**src/rtl/uart_cmd_parser_pkg.sv**
```systemverilog
// Shared sequencer definitions: data-path sizing, ASCII constants and parser types.
// No logic here; imported by the UART command parser.
package uart_cmd_parser_pkg;

  localparam int SEQ_DP_WIDTH = 16;
  localparam int UART_NUM_NIB = SEQ_DP_WIDTH / 4;

  localparam logic [7:0] ASCII_W     = 8'h57;
  localparam logic [7:0] ASCII_R     = 8'h52;
  localparam logic [7:0] ASCII_COLON = 8'h3A;
  localparam logic [7:0] ASCII_CR    = 8'h0D;
  localparam logic [7:0] ASCII_LF    = 8'h0A;
  localparam logic [7:0] ASCII_0     = 8'h30;
  localparam logic [7:0] ASCII_3     = 8'h33;
  localparam logic [7:0] ASCII_9     = 8'h39;
  localparam logic [7:0] ASCII_UC_A  = 8'h41;
  localparam logic [7:0] ASCII_UC_F  = 8'h46;
  localparam logic [7:0] ASCII_LC_A  = 8'h61;
  localparam logic [7:0] ASCII_LC_F  = 8'h66;

  typedef enum logic [2:0] {
    stIdle,
    stWReg,
    stWColon,
    stWData,
    stRReg,
    stRTerm,
    stRdWait,
    stErr
  } state_t;

  typedef struct packed {
    logic       vld;
    logic [3:0] nib;
  } hex_t;

endpackage

```
**src/rtl/uart_cmd_parser.sv**
```systemverilog
// ASCII "Wr:hhhh" / "Rr" line parser; strobes are registered, one cycle after the terminator.
// No backpressure: every i_rx_valid byte is consumed; a read waits only on i_tx_busy.
module uart_cmd_parser
  import uart_cmd_parser_pkg::*;
#(
  parameter int seq_dp_width = SEQ_DP_WIDTH,
  parameter int uart_num_nib = seq_dp_width / 4
) (
  input  logic                    clk,
  input  logic                    rst,
  input  logic [7:0]              i_rx_data,
  input  logic                    i_rx_valid,
  input  logic                    i_tx_busy,
  output logic                    o_wr_stb,
  output logic [1:0]              o_wr_reg,
  output logic [seq_dp_width-1:0] o_wr_data,
  output logic                    o_rd_stb,
  output logic [1:0]              o_rd_reg,
  output logic                    o_err_stb
);

  localparam int CNT_W = $clog2(uart_num_nib + 1);
  localparam logic [CNT_W-1:0] NIB_FULL = CNT_W'(uart_num_nib);

  function automatic hex_t hex_decode(input logic [7:0] c);
    hex_t h;
    h.vld = 1'b1;
    h.nib = c[3:0];
    if ((c >= ASCII_0) && (c <= ASCII_9)) begin
      h.nib = c[3:0];
    end else if (((c >= ASCII_UC_A) && (c <= ASCII_UC_F)) ||
                 ((c >= ASCII_LC_A) && (c <= ASCII_LC_F))) begin
      h.nib = c[3:0] + 4'd9;
    end else begin
      h.vld = 1'b0;
    end
    return h;
  endfunction

  state_t                  r_state;
  logic [CNT_W-1:0]        r_cnt;
  logic [seq_dp_width-1:0] r_shift;
  logic [1:0]              r_reg;

  hex_t w_hex;
  logic w_term;
  logic w_reg_ok;

  always_comb begin
    w_hex    = hex_decode(i_rx_data);
    w_term   = (i_rx_data == ASCII_CR) || (i_rx_data == ASCII_LF);
    w_reg_ok = (i_rx_data >= ASCII_0) && (i_rx_data <= ASCII_3);
  end

  // A terminator that breaks a command reports at once; waiting in stErr
  // for another terminator would swallow the following line.
  always_ff @(posedge clk) begin
    if (rst) begin
      r_state   <= stIdle;
      r_cnt     <= '0;
      r_shift   <= '0;
      r_reg     <= 2'd0;
      o_wr_stb  <= 1'b0;
      o_wr_reg  <= 2'd0;
      o_wr_data <= '0;
      o_rd_stb  <= 1'b0;
      o_rd_reg  <= 2'd0;
      o_err_stb <= 1'b0;
    end else begin
      o_wr_stb  <= 1'b0;
      o_rd_stb  <= 1'b0;
      o_err_stb <= 1'b0;
      case (r_state)
        stIdle: begin
          if (i_rx_valid) begin
            if (i_rx_data == ASCII_W) begin
              r_state <= stWReg;
            end else if (i_rx_data == ASCII_R) begin
              r_state <= stRReg;
            end else if (!w_term) begin
              r_state <= stErr;
            end
          end
        end
        stWReg: begin
          if (i_rx_valid) begin
            if (w_reg_ok) begin
              r_reg   <= i_rx_data[1:0];
              r_state <= stWColon;
            end else if (w_term) begin
              o_err_stb <= 1'b1;
              r_state   <= stIdle;
            end else begin
              r_state <= stErr;
            end
          end
        end
        stWColon: begin
          if (i_rx_valid) begin
            if (i_rx_data == ASCII_COLON) begin
              r_cnt   <= '0;
              r_shift <= '0;
              r_state <= stWData;
            end else if (w_term) begin
              o_err_stb <= 1'b1;
              r_state   <= stIdle;
            end else begin
              r_state <= stErr;
            end
          end
        end
        stWData: begin
          if (i_rx_valid) begin
            if (w_hex.vld) begin
              if (r_cnt == NIB_FULL) begin
                r_state <= stErr;
              end else begin
                r_shift <= {r_shift[seq_dp_width-5:0], w_hex.nib};
                r_cnt   <= r_cnt + 1'b1;
              end
            end else if (w_term) begin
              if (r_cnt == NIB_FULL) begin
                o_wr_stb  <= 1'b1;
                o_wr_reg  <= r_reg;
                o_wr_data <= r_shift;
              end else begin
                o_err_stb <= 1'b1;
              end
              r_state <= stIdle;
            end else begin
              r_state <= stErr;
            end
          end
        end
        stRReg: begin
          if (i_rx_valid) begin
            if (w_reg_ok) begin
              r_reg   <= i_rx_data[1:0];
              r_state <= stRTerm;
            end else if (w_term) begin
              o_err_stb <= 1'b1;
              r_state   <= stIdle;
            end else begin
              r_state <= stErr;
            end
          end
        end
        stRTerm: begin
          if (i_rx_valid) begin
            if (w_term) begin
              if (i_tx_busy) begin
                r_state <= stRdWait;
              end else begin
                o_rd_stb <= 1'b1;
                o_rd_reg <= r_reg;
                r_state  <= stIdle;
              end
            end else begin
              r_state <= stErr;
            end
          end
        end
        stRdWait: begin
          // Bytes arriving here are lost; the read itself stays pending.
          if (i_rx_valid) begin
            o_err_stb <= 1'b1;
          end
          if (!i_tx_busy) begin
            o_rd_stb <= 1'b1;
            o_rd_reg <= r_reg;
            r_state  <= stIdle;
          end
        end
        stErr: begin
          if (i_rx_valid && w_term) begin
            o_err_stb <= 1'b1;
            r_state   <= stIdle;
          end
        end
        default: r_state <= stIdle;
      endcase
    end
  end

endmodule

```
**config.mk**
```make
export PLATFORM = sky130hd
export DESIGN_NAME = uart_cmd_parser
export DESIGN_NICKNAME = d
export VERILOG_FILES = /design/src/rtl/uart_cmd_parser_pkg.sv /design/src/rtl/uart_cmd_parser.sv
export SDC_FILE = /design/constraint.sdc
export NUM_CORES = 1
export LEC_CHECK = 0
export BUFFER_PORTS_ARGS = -buffer_cell sky130_fd_sc_hd__clkbuf_2
export CORE_ASPECT_RATIO = 0.5
export CORE_UTILIZATION = 50
export DETAILED_ROUTE_END_ITERATION = 12
export GPL_ROUTABILITY_DRIVEN = 1
export MAX_ROUTING_LAYER = met4
export PLACE_DENSITY = 0.74
export SYNTH_ARGS = -nofsm -noshare
export SYNTH_HDL_FRONTEND = slang
export SYNTH_SLANG_ARGS = --single-unit
```
**constraint.sdc**
```tcl
create_clock -name clk -period 2 [get_ports clk]
set_input_delay 0.4 -clock clk [delete_from_list [all_inputs] [get_ports clk]]
set_output_delay 0.4 -clock clk [all_outputs]
set_load 0.1 [all_outputs]
```
==> results of run 1 <==
[stage by stage]
stage | util, % | area [um2] | hold slack (ns)
2_1_floorplan | - | 2260 | 0.432
6_report | 69.0 | 2830 | 0.428
3_5_place_dp | 66.5 | 2730 | 0.446
4_1_cts | 68.9 | 2830 | 0.415
5_1_grt | 69.0 | 2830 | 0.439
3_3_place_gp | 66.5 | 2730 | 0.443
[worst max-delay path by stage]
stage / end / slack, ns
finish: r_shift[6] / 0.13
floorplan: r_state[0] / 0.008
CTS: r_shift[6] / 0.16
detailed placement: o_rd_reg[1] / -0.14
global placement: r_state[0] / -0.1
global route: r_shift[1] / 0.007
[tightest hold or removal path: stages]
cell      delay (ns)
clkbuf_2        0.10
inv_1           0.07
o221ai_1        0.07
a31oi_1         0.05
[repair_timing]
action / CTS / global route
setup buffers: 0 / 0
gates resized for setup: 0 / 2
endpoints found under the setup margin: 0 / 17
[Yosys cell counts (all sizes together), types with 4 or more instances]
library cell  instances  area [um2]
nor3                  5        36.3
mux2i                 7        70.1
a22o                 13         114
nor2b                 5        31.3
clkbuf                8        30.0
inv                   9        33.8
o31ai                 4        30.0
nand2                49         184
dfxtp                47         941
a21oi                24         124
ha                    6        75.1
nor2                 10        37.5
buf                   9        65.1
o21ai                 8        40.0
nand3                 6        35.0
[routing by layer]
metal,global-route usage (%),vias to the layer above,part of all wire (%)
li1,-,1047,-
met1,30.6,967,50
met2,37.7,56,44
met3,5.67,4,5.4
met4,5.47,0,0.48
met5,-,-,0
[kinds of logic (layout without fill, tap and decap cells)]
family | Yosys count | count (layout) | share of synthesized area (%)
AND/OR/NAND/NOR | 98 | 98 | 22.8
flip-flops | 47 | 47 | 41.8
XOR/XNOR | 1 | 1 | 0.389
adder cells (fa/ha/maj) | 6 | 6 | 3.33
buffers and inverters | 26 | 88 | 5.72
multiplexers | 8 | 8 | 3.61
AO/OA/AOI/OAI | 73 | 73 | 22.4
[layout make-up]
class / instances / area (um2)
timing repair buffer: 71 / 498
tap: 54 / 67.6
clock buffer: 5 / 68.8
fill: 346 / 1270
multi-input combinational: 186 / 1190
sequential: 47 / 941
inverter: 9 / 33.8
clock inverter: 3 / 27.5
[power by group through the flow]
| stage | registers, mW | logic [mW] | clock network, mW |
|---|---|---|---|
| finish | 0.970 | 0.370 | 0.608 |
| global placement | 0.990 | 0.354 | 0 |
| CTS | 0.969 | 0.361 | 0.626 |
| floorplan | 0.985 | 0.228 | 0 |
| global route | 0.973 | 0.403 | 0.660 |
| detailed placement | 0.990 | 0.358 | 0 |
==> flow_summary.yaml, run 1 <==
clocking:
  hold_buffers: 0
  numCtsBuffers: 5
  clk_path_buf_depth: 2
  cts_htree_levels: 2
  clk_pin_slew_worst_paths_ns: 0.09
  clkLatencyLatePin_ns: 0.31
  cts-root-buf: "clkbuf_8"
  cts_tree: "yes"
  cts_sinks: 47
die:
  rows: 16
  io_pins: 35
  core_area_um2: 4100
  die_x_um: 96.9
  start_util_pct: 54.9
  dieArea_um2: 4790
  die_y_um: 49.5
global_route:
  grt_use_total_pct: 23.6
  antenna_found_initial: 0
  grt_pass1_vias: 1893
  gr-total-overflow: 0
  grt_pass1_wl_um: 8760
  grt_start_max_net_pins: 29
setup_path:
  cp_slowest_cell: "a211oi_1"
  timing.rr.start: "r_state[1]"
  crit_chain: "clkbuf_2 > inv_1 > ha_1 > nor3b_1 > a41oi_2 > a211oi_1 > o21a_1 > buf_12 > a22o_1"
  regToRegSetupSlack_ns: 0.17
  cp-startpoint: "i_rx_data[1]"
  cpLargestDelayFamily: "compound AO/OA/AOI/OAI gates"
  regToRegEndpoint: "r_shift[6]"
  critPathBufInv: 3
  critical-path-max-stage-delay_ns: 0.37
  cp-end-kind: "flip-flop"
  cp_max_fo: 15
  worstSetupPathType: "input port to flip-flop"
  worstSetupPathDepth: 9
  cp-start-kind: "input port"
  crit_arrival_ns: 2.13
  critPathRequiredTime_ns: 2.26
  reg2regPathDepth: 7
yosys:
  synthCells: 259
  synth-seq-cells: 47
  syn_nets: 277
  avgSynthCellArea_um2: 8.70
  ys.flop_type: "dfxtp_1"
  synth_warnings: 0
  seq_area_frac_synth_pct: 41.8
  synth_area_um2: 2250
  synth.distinct_cells: 52
  synth_edf_count: 0
  async_flop_share_pct: 0
placement:
  dp_hpwl_um: 3770
  numPortBuffers: 34
  pre_cts_slack_ns: -0.142
  post-place-cells: 367
  routabilityCongestion: 1.03
final_layout:
  area_growth_pct: 25.7
  final_nets: 338
  diodes: 0
  final_common_cell: "nand2_1"
  largest_registers: "o_wr_data (16), r_shift (16)"
  final_cell_mix: "nand2_1, dfxtp_1, clkbuf_2"
  drive_above_1_share_pct: 27.7
  stdcell_count: 375
pwr:
  switchingPower_mw: 0.576
  power_density_nw_per_um2: 688
  p_seq_share_pct: 49.8
  combPwrFrac_pct: 19.0
  power.leakage_nw: 1.19
  p_int_mw: 1.37
  p_clk_share_pct: 31.2
  power.total_mw: 1.95
  ir_worst_vdd_v: 0.000594
  swShare_pct: 29.5
timing:
  setup_viol: 0
  final_hold_viol_count: 0
  skew_ns: 0.00689
  timing.final.crit_share_pct: 93.3
  final_max_slew_viol_count: 0
  rsz0062_at_grt: "false"
  relSlewSlack_pct: 63.8
  fin_ws_ns: 0.134
  tightest_slew_ns: 0.545
  period_minus_slack_ns: 1.87
  setup_tns_ns: 0
  fmax_mhz: 536
drt:
  via_per_inst: 5.53
  wire_per_inst_um: 13.8
  wirelength_um: 5190
  drtAntennaViolNets: 0
  dr.pass1.iters: 4
  drtIter0Drc: 88
  drcViolationCount: 0
  vias: 2074
min_path:
  min_from: "rst"
  hp-class: "input port to flip-flop"
  min_to: "r_state[2]"
  min_path_cells: 4
status:
  status: "completed"
run:
  maxCapViolations: 0
Power figures use the tool's default switching activity.
==> inputs of run 2 (changes only) <==
==> constraint.sdc (replaced) <==
create_clock -name clk -period 2 [get_ports clk]
set_input_delay 0.2 -clock clk [delete_from_list [all_inputs] [get_ports clk]]
set_output_delay 0.2 -clock clk [all_outputs]
set_load 0.1 [all_outputs]
==> run 2 against run 1 <==
Design area down 6.0%. Power down 1.8%. Via count down 3.0%. Sequential share of layout area up 2.1 points. First-iteration DRC count up 24%. Die area unchanged. Sequential power down 0.4%. Final cell count down 4.3%. Core utilization down 4.1 points. Critical endpoint is now r_shift[7].
==> flow_summary.yaml, run 2 (same netlist as run 1, synthesis figures left out) <==
clocking:
  cts-root-buf: "clkbuf_8"
  post_cts_buffers: 0
  clk_path_buf_depth: 2
  hold_buffers: 0
  cts_tree: "yes"
  cts_htree_levels: 2
  clk_pin_slew_worst_paths_ns: 0.09
  cts_sinks: 47
  numCtsBuffers: 5
  post_cts_resized: 0
  clkLatencyLatePin_ns: 0.30
drt:
  drcViolationCount: 0
  drtIter0Drc: 109
  wirelength_um: 5150
  drtAntennaViolNets: 0
  dr.pass1.iters: 4
  via_per_inst: 5.60
  wire_per_inst_um: 14.3
  vias: 2012
setup_path:
  reg2regPathDepth: 7
  worstSetupPathType: "flip-flop to flip-flop"
  critPathBufInv: 2
  regToRegEndpoint: "r_shift[7]"
  cp-startpoint: "r_state[1]"
  cp_max_fo: 11
  critPathRequiredTime_ns: 2.25
  timing.rr.start: "r_state[1]"
  critical-path-max-stage-delay_ns: 0.42
  worstSetupPathDepth: 7
  crit_chain: "buf_4 > nor2b_1 > o21ai_0 > o21ai_0 > o21a_1 > buf_4 > a22o_1"
  cpLargestDelayFamily: "compound AO/OA/AOI/OAI gates"
  regToRegSetupSlack_ns: 0.21
  cp_slowest_cell: "dfxtp_1"
  cp-start-kind: "flip-flop"
  crit_arrival_ns: 2.04
  cp-end-kind: "flip-flop"
  worstSetupEndpoint: "r_shift[7]"
global_route:
  grt_use_total_pct: 23.5
  antenna_found_initial: 0
  grt_start_max_net_pins: 29
  gr-total-overflow: 0
  grt_pass1_wl_um: 8790
  grt_pass1_vias: 1884
timing:
  final_hold_viol_count: 0
  rsz0062_at_grt: "false"
  relSlewSlack_pct: 61.8
  setup_viol: 0
  whs_ns: 0.236
  timing.final.crit_share_pct: 89.5
  skew_ns: 0.00492
  period_minus_slack_ns: 1.79
  final_max_slew_viol_count: 0
  fmax_mhz: 559
  fin_ws_ns: 0.210
  setup_tns_ns: 0
  tightest_slew_ns: 0.558
die:
  io_pins: 35
  dieArea_um2: 4790
  start_util_pct: 54.9
  core_area_um2: 4100
  rows: 16
  die_x_um: 96.9
  die_y_um: 49.5
placement:
  numPortBuffers: 34
  pre_cts_slack_ns: -0.00138
  routabilityCongestion: 0.960
  dpl-instance-area_um2: 2560
  dp_hpwl_um: 3740
  post-place-cells: 351
min_path:
  hp-class: "input port to flip-flop"
status:
  status: "completed"
final_layout:
  fin_util_pct: 64.8
  area_growth_pct: 18.2
  drive_above_1_share_pct: 23.3
  final_nets: 322
  final_area_um2: 2660
  diodes: 0
  final_common_cell: "nand2_1"
  final_cell_mix: "nand2_1, dfxtp_1, clkbuf_2"
  largest_registers: "o_wr_data (16), r_shift (16)"
  stdcell_count: 359
run:
  maxCapViolations: 0
pwr:
  power_density_nw_per_um2: 719
  power.leakage_nw: 1.10
  power.total_mw: 1.91
  ir_worst_vdd_v: 0.000475
-- run 2: cell types whose count changed in the layout (fill, tap and decap cells not counted), sizes merged --
cell,previous run,this run
buf,37,21
-- run 2: cell type report --
cell class                 instances  area [um2]
inverter                           9        33.8
fill                             363        1440
clock buffer                       5        68.8
clock inverter                     3        27.5
tap                               54        67.6
multi-input combinational        186        1180
sequential                        47         941
timing repair buffer              55         340
-- run 2: power breakdown --
part	switching [mW]	internal, mW	leakage [nW]	total [mW]
logic	0.201	0.140	0.679	0.341
clock network	0.346	0.259	0.0467	0.606
registers	0.0178	0.948	0.379	0.966
total	0.565	1.35	1.10	1.91
-- run 2: worst min-delay path by stage --
| stage | startpoint | to | cells past startpoint |
|---|---|---|---|
| after floorplan | i_rx_data[0] | r_reg[0] | 2 |
| after global placement | o_wr_reg[1] | o_wr_reg[1] | 2 |
| after detailed placement | o_wr_data[11] | o_wr_data[11] | 2 |
| after CTS | rst | r_state[2] | 4 |
| after global routing | rst | r_state[2] | 4 |
| final | rst | r_state[2] | 4 |
-- run 2: worst min-delay path: cells and delay by family --
kind	cells	cell delay [ns]
buffers and inverters	2	0.16
AOI/OAI and AO/OA	2	0.13
-- run 2: per-layer routing --
metal | global-route usage, % | up-vias | share of wire (%)
li1 | - | 1022 | -
met2 | 36.9 | 38 | 44
met3 | 5.53 | 0 | 3.9
met4 | 3.48 | 0 | 0
met5 | - | - | 0
met1 | 31.9 | 952 | 52
